<file path="src/rtl/ram_controller.sv">
// ----------------------------------------------------------------------------
// ram_controller
//
// Request-side sequencer for the select-strobed RAM. The RAM samples its
// address/operation/wdata on the rising edge of `select`. Requests arrive over
// a valid/ready handshake and are buffered in a small FIFO. Each request is
// then played out as setup -> strobe -> (capture) -> release. Read data returns
// over a valid/ready response channel.
//
// Optional feature (macro RAM_CTRL_BOUNDS_CHECK_EN):
//   When defined, a popped request whose address is >= WORD_AMOUNT never
//   reaches the RAM. A read answers with rsp_error=1 and rsp_rdata=0. A write
//   is dropped and sets the sticky err_seen_r bit. When undefined, addresses
//   go to the RAM unchecked and rsp_error is tied to 0.
//
// Ports:
//   clk, rst_n                      clock, asynchronous active-low reset
//   req_valid/req_ready             request handshake (req_ready = !fifo_full)
//   req_write/req_addr/req_wdata    request payload (1 = write)
//   rsp_valid/rsp_ready             read-response handshake
//   rsp_rdata/rsp_error             response payload
//   mem_address/mem_select          RAM address / access strobe
//   mem_operation/mem_wdata         RAM op (1 = WRITE) / write data
//   mem_rdata                       RAM read data
//   busy                            FSM active or FIFO non-empty
// ----------------------------------------------------------------------------
module ram_controller #(
    parameter  int WORD_SIZE   = 20,
    parameter  int WORD_AMOUNT = 30,
    parameter  int FIFO_DEPTH  = 4,
    localparam int ADDR_W      = $clog2(WORD_AMOUNT)
) (
    input  logic                 clk,
    input  logic                 rst_n,
    input  logic                 req_valid,
    output logic                 req_ready,
    input  logic                 req_write,
    input  logic [ADDR_W-1:0]    req_addr,
    input  logic [WORD_SIZE-1:0] req_wdata,
    output logic                 rsp_valid,
    input  logic                 rsp_ready,
    output logic [WORD_SIZE-1:0] rsp_rdata,
    output logic                 rsp_error,
    output logic [ADDR_W-1:0]    mem_address,
    output logic                 mem_select,
    output logic                 mem_operation,
    output logic [WORD_SIZE-1:0] mem_wdata,
    input  logic [WORD_SIZE-1:0] mem_rdata,
    output logic                 busy
);

    localparam int PTR_W   = $clog2(FIFO_DEPTH);
    localparam int ENTRY_W = 1 + ADDR_W + WORD_SIZE;

    localparam logic [2:0] ST_IDLE    = 3'd0;
    localparam logic [2:0] ST_SETUP   = 3'd1;
    localparam logic [2:0] ST_STROBE  = 3'd2;
    localparam logic [2:0] ST_CAPTURE = 3'd3;
    localparam logic [2:0] ST_RELEASE = 3'd4;

    // FIFO: pointers carry one extra bit so full and empty can be told apart
    logic [ENTRY_W-1:0]   fifo_mem_r [FIFO_DEPTH];
    logic [PTR_W:0]       wr_ptr_r;
    logic [PTR_W:0]       rd_ptr_r;
    logic [PTR_W:0]       wr_ptr_nxt_s;
    logic [PTR_W:0]       rd_ptr_nxt_s;
    logic                 empty_s;
    logic                 full_nxt_s;
    logic                 push_s;
    logic                 pop_s;
    logic [ENTRY_W-1:0]   head_s;
    logic                 head_write_s;
    logic [ADDR_W-1:0]    head_addr_s;
    logic [WORD_SIZE-1:0] head_wdata_s;
    logic                 head_bad_s;

    logic [2:0]           state_r;
    logic [2:0]           state_nxt_s;

    logic                 req_ready_r;
    logic                 busy_r;
    logic                 rsp_valid_r;
    logic [WORD_SIZE-1:0] rsp_rdata_r;
    logic [ADDR_W-1:0]    mem_address_r;
    logic                 mem_select_r;
    logic                 mem_operation_r;
    logic [WORD_SIZE-1:0] mem_wdata_r;

    assign push_s       = req_valid && req_ready_r;
    // A held, unaccepted response blocks every pop so order is preserved
    assign pop_s        = (state_r == ST_IDLE) && !empty_s && !(rsp_valid_r && !rsp_ready);
    assign empty_s      = (wr_ptr_r == rd_ptr_r);
    assign wr_ptr_nxt_s = push_s ? (wr_ptr_r + (PTR_W+1)'(1)) : wr_ptr_r;
    assign rd_ptr_nxt_s = pop_s  ? (rd_ptr_r + (PTR_W+1)'(1)) : rd_ptr_r;
    assign full_nxt_s   = (wr_ptr_nxt_s[PTR_W] != rd_ptr_nxt_s[PTR_W]) &&
                          (wr_ptr_nxt_s[PTR_W-1:0] == rd_ptr_nxt_s[PTR_W-1:0]);

    assign head_s       = fifo_mem_r[rd_ptr_r[PTR_W-1:0]];
    assign head_write_s = head_s[ENTRY_W-1];
    assign head_addr_s  = head_s[ENTRY_W-2 -: ADDR_W];
    assign head_wdata_s = head_s[WORD_SIZE-1:0];

`ifdef RAM_CTRL_BOUNDS_CHECK_EN
    localparam logic [ADDR_W:0] WORD_LIMIT = (ADDR_W+1)'(WORD_AMOUNT);

    logic                 bad_r;
    logic                 bad_write_r;
    logic                 rsp_error_r;
    logic                 err_seen_r;

    assign head_bad_s = ({1'b0, head_addr_s} >= WORD_LIMIT);
    assign rsp_error  = rsp_error_r;
`else
    assign head_bad_s = 1'b0;
    assign rsp_error  = 1'b0;
`endif

    assign req_ready     = req_ready_r;
    assign busy          = busy_r;
    assign rsp_valid     = rsp_valid_r;
    assign rsp_rdata     = rsp_rdata_r;
    assign mem_address   = mem_address_r;
    assign mem_select    = mem_select_r;
    assign mem_operation = mem_operation_r;
    assign mem_wdata     = mem_wdata_r;

    // Next-state logic for the access sequencer
    always_comb begin
        state_nxt_s = state_r;
        case (state_r)
            ST_IDLE: begin
                if (pop_s) begin
                    // Out-of-range requests jump straight to release: no strobe
                    state_nxt_s = head_bad_s ? ST_RELEASE : ST_SETUP;
                end else begin
                    state_nxt_s = ST_IDLE;
                end
            end
            ST_SETUP:   state_nxt_s = ST_STROBE;
            ST_STROBE:  state_nxt_s = mem_operation_r ? ST_RELEASE : ST_CAPTURE;
            ST_CAPTURE: state_nxt_s = ST_RELEASE;
            ST_RELEASE: state_nxt_s = ST_IDLE;
            default:    state_nxt_s = ST_IDLE;
        endcase
    end

    // FIFO storage write port
    always_ff @(posedge clk or negedge rst_n) begin
        if (!rst_n) begin
            for (int i = 0; i < FIFO_DEPTH; i++) begin
                fifo_mem_r[i] <= '0;
            end
        end else if (push_s) begin
            fifo_mem_r[wr_ptr_r[PTR_W-1:0]] <= {req_write, req_addr, req_wdata};
        end
    end

    // FIFO pointers, FSM state and the registered ready/busy flags
    always_ff @(posedge clk or negedge rst_n) begin
        if (!rst_n) begin
            wr_ptr_r    <= '0;
            rd_ptr_r    <= '0;
            state_r     <= ST_IDLE;
            req_ready_r <= 1'b0;
            busy_r      <= 1'b0;
        end else begin
            wr_ptr_r    <= wr_ptr_nxt_s;
            rd_ptr_r    <= rd_ptr_nxt_s;
            state_r     <= state_nxt_s;
            req_ready_r <= !full_nxt_s;
            busy_r      <= (state_nxt_s != ST_IDLE) || (wr_ptr_nxt_s != rd_ptr_nxt_s);
        end
    end

    // RAM bus: payload latched at pop and held to release; select tracks strobe/capture
    always_ff @(posedge clk or negedge rst_n) begin
        if (!rst_n) begin
            mem_address_r   <= '0;
            mem_operation_r <= 1'b0;
            mem_wdata_r     <= '0;
            mem_select_r    <= 1'b0;
        end else begin
            if (pop_s && !head_bad_s) begin
                mem_address_r   <= head_addr_s;
                mem_operation_r <= head_write_s;
                mem_wdata_r     <= head_wdata_s;
            end
            mem_select_r <= (state_nxt_s == ST_STROBE) || (state_nxt_s == ST_CAPTURE);
        end
    end

`ifdef RAM_CTRL_BOUNDS_CHECK_EN
    // Out-of-range bookkeeping: remember the rejected command and the sticky error
    always_ff @(posedge clk or negedge rst_n) begin
        if (!rst_n) begin
            bad_r       <= 1'b0;
            bad_write_r <= 1'b0;
            err_seen_r  <= 1'b0;
        end else begin
            if (pop_s) begin
                bad_r       <= head_bad_s;
                bad_write_r <= head_write_s;
            end else if (state_r == ST_RELEASE) begin
                bad_r <= 1'b0;
            end
            if ((state_r == ST_RELEASE) && bad_r && bad_write_r) begin
                err_seen_r <= 1'b1;
            end
        end
    end
`endif

    // Response register: loaded at capture (or error), cleared on acceptance
    always_ff @(posedge clk or negedge rst_n) begin
        if (!rst_n) begin
            rsp_valid_r <= 1'b0;
            rsp_rdata_r <= '0;
`ifdef RAM_CTRL_BOUNDS_CHECK_EN
            rsp_error_r <= 1'b0;
`endif
        end else if (state_r == ST_CAPTURE) begin
            rsp_valid_r <= 1'b1;
            rsp_rdata_r <= mem_rdata;
`ifdef RAM_CTRL_BOUNDS_CHECK_EN
            rsp_error_r <= 1'b0;
        end else if ((state_r == ST_RELEASE) && bad_r && !bad_write_r) begin
            rsp_valid_r <= 1'b1;
            rsp_rdata_r <= '0;
            rsp_error_r <= 1'b1;
`endif
        end else if (rsp_valid_r && rsp_ready) begin
            rsp_valid_r <= 1'b0;
`ifdef RAM_CTRL_BOUNDS_CHECK_EN
            rsp_error_r <= 1'b0;
`endif
        end
    end

endmodule

</file>
<file path="config.mk">
export PLATFORM = sky130hd
export DESIGN_NAME = ram_controller
export DESIGN_NICKNAME = d
export VERILOG_FILES = /design/src/rtl/ram_controller.sv
export SDC_FILE = /design/constraint.sdc
export NUM_CORES = 1
export LEC_CHECK = 0
export BUFFER_PORTS_ARGS = -buffer_cell sky130_fd_sc_hd__buf_2
export CORE_ASPECT_RATIO = 0.8
export CORE_UTILIZATION = 51
export DETAILED_ROUTE_END_ITERATION = 10
export GPL_TIMING_DRIVEN = 0
export HOLD_SLACK_MARGIN = 0.12
export PLACE_DENSITY_LB_ADDON = 0.3
export SETUP_SLACK_MARGIN = 0.3
export SLEW_MARGIN = 15
export SYNTH_ARGS = -nofsm -noshare
export SYNTH_HDL_FRONTEND = slang
export SYNTH_SLANG_ARGS = --single-unit
</file>
<file path="constraint.sdc">
create_clock -name clk -period 1.63 [get_ports clk]
set_input_delay 0.326 -clock clk [delete_from_list [all_inputs] [get_ports clk]]
set_output_delay 0.326 -clock clk [all_outputs]
set_load 0.05 [all_outputs]
</file>
==> results of run 1 <==
## layer usage
| layer | GRT usage | wire [um] | up-vias |
|---|---|---|---|
| li1 | - | - | 1859 |
| met1 | 0.362 | 8110 | 2360 |
| met2 | 0.443 | 9490 | 171 |
| met3 | 0.0653 | 989 | 48 |
| met4 | 0.110 | 633 | 0 |
| met5 | 0 | 0 | - |
## power groups by stage
| stage | combinational (W) | clock (W) | sequential [W] |
|---|---|---|---|
| after floorplan | 0.00655 | 0 | 0.00920 |
| after global placement | 0.0104 | 0 | 0.00719 |
| after detailed placement | 0.0106 | 0 | 0.00737 |
| after CTS | 0.0134 | 0.00428 | 0.00748 |
| after global routing | 0.0156 | 0.00452 | 0.00797 |
| final | 0.0150 | 0.00430 | 0.00778 |
## state kept, by name, summed over array words and instances, names as in the netlist, 3 cells and up
register and flops:
mem_wdata 20, fifo_mem_r 104, rd_ptr_r 3, wr_ptr_r 3, rsp_rdata 20, mem_address 5
state_r 3
## per-stage QoR
step                utilization  setup TNS [ns]  power (W)
floorplan                     -           -1.65     0.0158
global placement          0.615         -338.84     0.0175
detailed placement        0.618           -4.93     0.0180
CTS                       0.761           -4.17     0.0252
global route              0.794          -11.59     0.0281
finish                    0.794           -8.26     0.0271
## logic make-up after synthesis
group / count (synthesis) / synth area share
compound gates: 6 / 0.00708
xor+xnor: 10 / 0.0147
fa+ha+maj: 5 / 0.00908
buf+inv: 25 / 0.0211
flops: 163 / 0.592
mux: 178 / 0.333
other cells: 1 / 0.000544
simple gates: 27 / 0.0223
## path summary, 6_finish.rpt
check                               start              to  slack (ns)  cells after the start
setup / recovery              wr_ptr_r[1]            busy       -0.19                      7
hold / removal                      rst_n   rsp_rdata[16]       -0.09                      1
setup reg to reg              wr_ptr_r[1]            busy       -0.19                      7
hold reg to reg            fifo_mem_r[22]  fifo_mem_r[22]        0.51                      1
max in group asynchronous           rst_n  fifo_mem_r[98]        0.93                      2
min in group clk            mem_rdata[12]   rsp_rdata[12]        0.14                      2
## worst register-to-register path, cell delays in order (launching register included)
cell       delay (ns)
dfrtp_2          0.46
buf_6            0.15
xnor2_2          0.15
nand3_2          0.11
and2_4           0.19
buf_12           0.15
xnor3_1          0.33
o2111ai_1        0.14
## layout make-up
class | instances | area share
Timing Repair Buffer | 152 | 0.159
Buffer | 23 | 0.0350
Clock inverter | 9 | 0.0148
Inverter | 2 | 0.000970
Multi-Input combinational cell | 227 | 0.327
Sequential cell | 163 | 0.396
Antenna cell | 1 | 0.000242
Tap cell | 175 | 0.0212
Clock buffer | 23 | 0.0463
## synth_stat cells, drive strengths merged
cell type	number
nor2b	1
buf	22
xnor2	7
dfrtp	163
o211a	1
mux4	26
a22oi	1
inv	2
conb	1
xnor3	1
nor3	1
xor2	2
a21o	1
ha	5
nor4	1
nand3b	1
a21oi	1
or2	1
and3	1
o2111ai	1
mux2	151
a21bo	1
clkbuf	1
nand2	2
nor2	7
nand3	9
and2	1
nand2b	2
mux2i	1
## repair_timing
action                     in CTS  in global routing
cloned                          8                  3
resized for setup             203                 58
setup endpoints to repair     205                192
hold endpoints to repair       92                 92
pin swaps                       8                 11
buffers inserted               27                 15
==> results.md, run 1 <==
* Status: finished, violations left
* Violated checks: hold timing, setup timing
* # H-tree levels at 4
* Worst endpoint data arrival time at 2.10 ns
* Initial DRT Pass Iterations at 4
* Most frequent cells in the layout: dfrtp_1, mux2_4, buf_6, buf_2, mux4_2
* Die area at 0.0140 mm2
* Int Pwr at 0.0174 W
* Synth warnings at 0
* P per Cell Area at 2620 mW/mm2
* Required @ worst endpoint at 1.91 ns
* Max VDD drop at 1590 uV
* Core ar. at 0.0130 mm2
* Final hold viol count at 92
* Netlist cell types at 32
* Max-cap violations at 0
* Synthesized Nets at 470
* Max-slew violations at 0
* Post-DP HPWL at 9110 um
* Post-Syn Area at 0.00689 mm2
* Crit end category: flop
* CTS tree: yes
* Clock slew at reported path FFs at 0.07 ns
* Fill count at 651
* Placed cell count at 689
* Slew @ Worst Pin at 0.702 ns
* WL/cell at 24.8 um
* Initial Utilization at 0.530
* Via-to-Cell Ratio at 5.73
* Area share of the largest cell type after synthesis at 0.592
* Place WS at -0.204 ns
* Share of cells above drive strength 1 at 0.693
* Sw frac at 0.358
* Post-synthesis sequential area ratio at 0.592
* Clock power frac at 0.159
* Worst hold path class: input pin to async pin
* P_sw at 0.00970 W
* Mean Syn Cell Area at 16.6 um2
* Highest clock rate at 549 MHz
* Nets at 641
* CP max stage delay at 0.46 ns
* Largest net degree at the start of global routing at 94
* First-pass GRT wire length at 28200 um
* # DRC at 0
* Max clock buf depth at 2
* Critical Path Slowest Stage Cell: dfrtp_2
* Gpl congestion at 0.783
* Fin crit period at 1.82 ns
* Iter 0 DRT Violations at 279
* DIE HEIGHT at 106 um
* Number of global-route vias before repair at 4778
* Main area contributors after synthesis: dfrtp_1, mux2_2, mux4_2
* Clk_lat worst skew at 0.43 ns
* Setup WS post-layout at -0.192 ns
* Crit start category: flop
* Post-Route WL at 19200 um
* CP bufs+invs at 2
* # rows at 37
* P&R area growth vs syn at 49.8%
* Final Skew at 0.0158 ns
* DP Area at 0.00804 mm2
* Initial antenna violation count at 1
* GRT Util Overall at 0.275
* Port bufs at 98
* Die Wd at 132 um
* Cells after synthesis at 415
* Fin area at 0.0103 mm2
* Logic pwr share at 0.554
* I/O Pins at 101
* Worst-path maximum fanout at 7
* CTS Sinks at 163
* Critical Path, Cell by Cell: buf_6, xnor2_2, nand3_2, and2_4, buf_12, xnor3_1, o2111ai_1
* Worst hold slack at -0.0943 ns
* Part of the power in registers at 0.287
* #FFs+latches synth at 163
* CP top delay family: XOR/XNOR gates
* Multi-input gate area at 0.00337 mm2
* Final ANT Viol Nets at 0
* Slew Limit Headroom at 0.532
* Final Non-Filler Cells at 775
* Final worst-path cycle share at 1.12
* CP Class: flop to flop
* TritonCTS Buffers at 17
* Register area at 0.00409 mm2
* Leakage at 5.00 nW
* Most common cell after layout, fill and taps aside: dfrtp_1
* RSZ-0062 raised after global routing: yes
* Final setup viols at 85
* Overflow left after global routing at 0
* Clk root buf: clkbuf_16
* Area leader, netlist: dfrtp_1
* Routed vias at 4438
(Power assumes the default switching activity.)
==> run 2: changes to the inputs <==
Clock period 1.63 ns to 1.5 ns, I/O delays scaled along.
==> run 2 against run 1 <==
The run still ends with hold timing, setup timing left. Clock power is 3% lower. Non-clock buffer count grew 64. Critical path depth down 2. Routed wire length up 4.2%. Count of clock-buffer cells in the layout did not move. Fmax increased by 4.6%.
==> results.md, run 2 (synthesized netlist as in run 1, its figures left out) <==
* Max-cap violations at 0 (unchanged)
* Gpl congestion at 0.752 (-4.0%)
* Final Skew at 0.00717 ns (-0.00860 ns)
* Worst endpoint data arrival time at 2.05 ns (-0.05 ns)
* Logic pwr share at 0.574 (+0.020)
* Share of cells above drive strength 1 at 0.702 (+0.00869)
* Port bufs at 98 (unchanged)
* Final hold viol count at 59 (-36%)
* Leakage at 5.27 nW (+5.4%)
* Initial DRT Pass Iterations at 4 (unchanged)
* I/O Pins at 101 (unchanged)
* Clk root buf: clkbuf_16
* TritonCTS Buffers at 17 (unchanged)
* Clock slew at reported path FFs at 0.06 ns (about the same)
* Slew Limit Headroom at 0.631 (+0.0984)
* Core ar. at 0.0130 mm2 (unchanged)
* Max-slew violations at 0 (unchanged)
* Sw frac at 0.358 (about the same)
* Worst hold path class: input pin to async pin
* Max clock buf depth at 2 (unchanged)
* Violated checks: hold timing, setup timing
* Final Util at 0.828 (+0.0344)
* P per Cell Area at 2760 mW/mm2 (+5.2%)
* Fin crit period at 1.74 ns (-0.0809 ns)
* Clk_lat worst skew at 0.42 ns (about the same)
* Fin area at 0.0108 mm2 (+4.3%)
* # rows at 37 (unchanged)
* Crit end category: flop
* Most frequent cells in the layout: dfrtp_1, mux2_4, buf_6, buf_4, buf_2
* # H-tree levels at 4 (unchanged)
* Most common cell after layout, fill and taps aside: dfrtp_1
* Initial Utilization at 0.530 (unchanged)
* Iter 0 DRT Violations at 250 (-10%)
* Part of the power in registers at 0.286 (about the same)
* Clock power frac at 0.140 (-0.019)
* Final Non-Filler Cells at 836 (+7.9%)
* WL/cell at 24.0 um (-3.4%)
* Highest clock rate at 574 MHz (+4.6%)
* Max VDD drop at 1590 uV (about the same)
* Status: finished, violations left
* Via-to-Cell Ratio at 5.52 (-3.7%)
* Worst-path maximum fanout at 10 (+3)
* GRT Util Overall at 0.280 (+0.00504)
* CP Class: flop to flop
* Worst reg-to-reg path cell count at 5 (-2)
* Die area at 0.0140 mm2 (unchanged)
* Routed vias at 4611 (+3.9%)
* CTS tree: yes
* Final setup viols at 135 (+59%)
* DP Area at 0.00805 mm2 (+0.16%)
* Crit start category: flop
* Overflow left after global routing at 0 (unchanged)
* Required @ worst endpoint at 1.80 ns (-0.11 ns)
* Final worst-path cycle share at 1.16 (+0.0429)
* Post-Route WL at 20000 um (+4.2%)
* P_sw at 0.0107 W (+9.8%)
* Largest net degree at the start of global routing at 105 (+12%)
* Int Pwr at 0.0191 W (+9.8%)
* Register bank with the most flops: fifo_mem_r
* Worst hold slack at -0.210 ns (-0.115 ns)
* Initial antenna violation count at 1 (unchanged)
* Nets at 705 (+10%)
* Number of global-route vias before repair at 4971 (+4.0%)
* # DRC at 0 (unchanged)
* First-pass GRT wire length at 28800 um (+2.1%)
* Final ANT Viol Nets at 0 (unchanged)
* RSZ-0062 raised after global routing: yes
* P&R area growth vs syn at 56.3%
* CTS Sinks at 163 (unchanged)
* Post-DP HPWL at 8960 um (-1.7%)
* Register area at 0.00409 mm2 (about the same)
* DIE HEIGHT at 106 um (unchanged)
* Die Wd at 132 um (unchanged)
* Max reg flops at 104 (unchanged)
* Multi-input gate area at 0.00342 mm2 (+1.4%)
* Fill count at 563 (-14%)
* Placed cell count at 689 (unchanged)
* Slew @ Worst Pin at 0.554 ns (-0.148 ns)
* Setup WS post-layout at -0.241 ns (-0.0491 ns)
* Place WS at -0.358 ns (-0.154 ns)
[run 2: cell count changes in the layout (fill, tap and decap cells not counted), moves of 3 or more]
cell and delta:
buf_4 +39, dlygate4sd3_1 +20, buf_6 +12, buf_12 -4, clkbuf_16 -3, dfrtp_1 -3, dfrtp_2 +3, mux2_2 -3
mux2_4 +3
[run 2: path summary, 6_finish.rpt]
path,startpoint,endpoint,slack [ns]
min in group clk,req_addr[0],fifo_mem_r[46],0.15
max in group asynchronous,rst_n,wr_ptr_r[0],0.80
min reg2reg,fifo_mem_r[47],fifo_mem_r[47],0.50
min,rst_n,fifo_mem_r[87],-0.21
max,state_r[2],mem_wdata[6],-0.24
max reg2reg,state_r[2],mem_wdata[6],-0.24
[run 2: final cells by class]
type	count	area share
inverters	2	0.00116
clock inverters	6	0.00767
flip-flops and latches	163	0.380
plain buffers	23	0.0336
clock buffers	23	0.0434
repair buffers	216	0.196
diodes	1	0.000232
multi-input cells	227	0.317
well taps	175	0.0203
[run 2: repair_timing]
item / in CTS / in global routing
pin swaps: 12 / 10
endpoints found under the setup margin: 206 / 206
setup buffers: 58 / 31
hold buffers: 19 / 1
gates cloned: 8 / 0
hold endpoints to repair: 78 / 60
gates resized for setup: 250 / 31
[run 2: power groups by stage]
stage / Clock (W) / Combinational [W] / Sequential, W
floorplan: 0 / 0.00714 / 0.0100
global placement: 0 / 0.0113 / 0.00783
detailed placement: 0 / 0.0115 / 0.00801
CTS: 0.00420 / 0.0155 / 0.00820
global route: 0.00438 / 0.0178 / 0.00870
finish: 0.00417 / 0.0171 / 0.00852
[run 2: metrics by stage]
stage	total power, W	setup TNS (ns)
floorplan	0.0171	-5.33
global placement	0.0191	-360.73
detailed placement	0.0196	-15.32
CTS	0.0279	-13.10
global route	0.0308	-22.91
finish	0.0297	-18.31
[run 2: critical path, cell delays in order (launching register included)]
cell and delay (ns):
dfrtp_2 0.44, nor4_4 0.35, and2_4 0.22, buf_8 0.13, buf_12 0.17, mux2_4 0.32
[run 2: per-layer routing]
metal  vias up  GRT usage  wire length [um]
li1       1989          -                 -
met1      2458      0.371              8250
met2       132      0.456             10600
met3        32     0.0672               799
met4         0     0.0980               412
met5         -          0                 0
==> run 3: changes to the inputs <==
Settings changed: ABC_AREA from default to 1.
==> run 3 against run 2 <==
The run still ends with hold timing, setup timing left. Final cell count rose by 33%. Global-route usage grew 13 points. Core utilization rose by 5.8 points. Hold slack worse by 0.055 ns. Highest routed layer unchanged. Largest power group unchanged. Flip-flop and latch count is the same.
==> results.md, run 3 <==
* Most frequent cells after synthesis: dfrtp_1, o21ai_0, nand2_1
* #FFs+latches synth at 163 (unchanged)
* Violated checks: hold timing, setup timing
* # rows at 37 (unchanged)
* Final Skew at 0.0162 ns (+0.00899 ns)
* Leakage at 5.58 nW (+5.9%)
* CP Class: flop to flop
* Initial DRT Pass Iterations at 8 (+4)
* Post-Route WL at 34900 um (+74%)
* # H-tree levels at 4 (unchanged)
* Post-synth EDFFs at 0 (unchanged)
* Synth Flop Type: dfrtp_1
* Nets at 980 (+39%)
* Port bufs at 99 (+1.0%)
* Setup WS post-layout at -0.338 ns (-0.0969 ns)
* Most common cell in the netlist: dfrtp_1
* # DRC at 0 (unchanged)
* Routed vias at 7746 (+68%)
* Final hold viol count at 50 (-15%)
* DIE HEIGHT at 107 um (+0.56%)
* Max clock buf depth at 2 (unchanged)
* Clk_lat worst skew at 0.46 ns (+0.04 ns)
* Synth warnings at 0 (unchanged)
* Diodes inserted at 0 (-1)
* Worst hold path class: input pin to async pin
* Worst-path maximum fanout at 10 (unchanged)
* Area leader, netlist: dfrtp_1
* Final Non-Filler Cells at 1113 (+33%)
* Required @ worst endpoint at 1.85 ns (+0.05 ns)
* Placed cell count at 972 (+41%)
* TritonCTS Buffers at 17 (unchanged)
* DP Area at 0.00789 mm2 (-2.0%)
* Clk root buf: clkbuf_16
* Ys async rst share at 1.00 (unchanged)
* Die area at 0.0141 mm2 (+1.1%)
* Slew Limit Headroom at 0.596 (-0.0342)
* CTS Hold Bufs at 20 (+1)
* Mean Syn Cell Area at 10.0 um2 (-40%)
* Area share of the largest cell type after synthesis at 0.585 (-0.00670)
* Max reg flops at 104 (unchanged)
* First-pass GRT wire length at 41900 um (+45%)
* Share of cells above drive strength 1 at 0.557 (-0.145)
* Most common cell after layout, fill and taps aside: dfrtp_1
* Fin area at 0.0116 mm2 (+7.8%)
* Highest clock rate at 544 MHz (-5.3%)
* Register bank with the most flops: fifo_mem_r
* Gpl congestion at 0.842 (+12%)
* Initial antenna violation count at 0 (-1)
* CTS Sinks at 163 (unchanged)
* Iter 0 DRT Violations at 1415 (+470%)
* Overflow left after global routing at 0 (unchanged)
* Max-cap violations at 0 (unchanged)
* Fin crit period at 1.84 ns (+0.0969 ns)
* Worst hold slack at -0.265 ns (-0.0550 ns)
* Final worst-path cycle share at 1.23 (+0.0646)
* Via-to-Cell Ratio at 6.96 (+26%)
* Max VDD drop at 1800 uV (+13%)
* Final ANT Viol Nets at 0 (unchanged)
* Clock slew at reported path FFs at 0.08 ns (+0.02 ns)
* WL/cell at 31.3 um (+31%)
* P per Cell Area at 2930 mW/mm2 (+6.0%)
* RSZ-0062 raised after global routing: yes
* Post-DP HPWL at 11500 um (+28%)
* Slew @ Worst Pin at 0.606 ns (+0.0513 ns)
* Post-Syn Area at 0.00697 mm2 (+1.1%)
* Core ar. at 0.0131 mm2 (+0.71%)
* CTS tree: yes
* Largest net degree at the start of global routing at 114 (+8.6%)
* Crit start category: flop
* Main area contributors after synthesis: dfrtp_1, o21ai_0, nand2_1
* Final setup viols at 76 (-44%)
* Initial Utilization at 0.532 (+0.00227)
* P&R area growth vs syn at 66.6%
* I/O Pins at 101 (unchanged)
* Crit end category: flop
* Post-synthesis sequential area ratio at 0.585 (-0.00670)
* GRT Util Overall at 0.405 (+0.125)
* Worst endpoint data arrival time at 2.19 ns (+0.14 ns)
* Synthesized Nets at 752 (+60%)
* Total power at 0.0340 W (+14%)
* Most frequent cells in the layout: dfrtp_1, buf_6, o21ai_2, o21ai_1, nand2_2
* Cells after synthesis at 697 (+68%)
* Number of global-route vias before repair at 7188 (+45%)
* Netlist cell types at 29 (-9.4%)
* Die Wd at 133 um (+0.56%)
* Status: finished, violations left
* Max-slew violations at 0 (unchanged)
run 3: layer usage:
| metal | up-vias | routed length, um | share of wire | track usage |
|---|---|---|---|---|
| met1 | 3678 | 11400 | 0.33 | 0.508 |
| met5 | - | 0 | 0 | 0 |
| met2 | 921 | 14700 | 0.42 | 0.622 |
| met3 | 346 | 5630 | 0.16 | 0.130 |
| li1 | 2801 | - | - | - |
| met4 | 0 | 3080 | 0.088 | 0.232 |
run 3: where the power goes:
part	switching [W]	leakage, nW	internal (W)
Sequential	0.00226	2.00	0.00654
Clock	0.00205	0.290	0.00267
Combinational	0.0115	3.29	0.00901
Total	0.0158	5.58	0.0182
run 3: worst max-delay path, stage by stage (launching register included):
cell and delay (ns):
dfrtp_2 0.46, buf_6 0.14, buf_12 0.14, clkbuf_16 0.19
nor2_2 0.31, o22ai_1 0.19, mux2_4 0.30
run 3: cells by family after synthesis:
kind of cell | after synthesis | synth area share
simple gates | 208 | 0.123
compound gates | 187 | 0.139
flops | 163 | 0.585
buf+inv | 84 | 0.0517
mux | 45 | 0.0862
fa+ha+maj | 5 | 0.00898
xor+xnor | 4 | 0.00503
other cells | 1 | 0.000538
run 3: path summary, 6_finish.rpt:
kind | start | to | slack [ns] | cells after the start
max in group asynchronous | rst_n | wr_ptr_r[0] | 0.81 | 2
hold reg to reg | fifo_mem_r[16] | fifo_mem_r[16] | 0.51 | 2
setup / recovery | rd_ptr_r[0] | mem_address[2] | -0.34 | 6
setup reg to reg | rd_ptr_r[0] | mem_address[2] | -0.34 | 6
min in group clk | req_wdata[1] | fifo_mem_r[79] | 0.18 | 3
hold / removal | rst_n | rsp_rdata[2] | -0.26 | 1
run 3: cell type report:
class	instances	area, um2
sequential	163	4090
multi-input combinational	453	3640
timing repair buffer	206	2130
fill	473	1490
buffer	42	762
clock buffer	20	447
tap	175	219
inverter	42	178
clock inverter	12	155
run 3: per-stage QoR:
stage          setup TNS (ns)  worst slack (ns)  utilization  hold WS [ns]
6_report                -6.64            -0.338        0.886        -0.265
5_1_grt                 -6.23            -0.285        0.886        -0.223
4_1_cts                 -1.25           -0.0717        0.835        -0.225
3_5_place_dp            -5.43            -0.368        0.602         0.229
3_3_place_gp          -354.68             -2.43        0.599         0.461
2_1_floorplan               0            0.0372            -       0.00441
run 3: timing repair:
item                                    CTS  global route
setup buffers                            45            18
gates cloned                             23             3
gates resized for setup                 509           128
endpoints found under the hold margin    70            50
endpoints found under the setup margin  206           210
pin swaps                                32            11
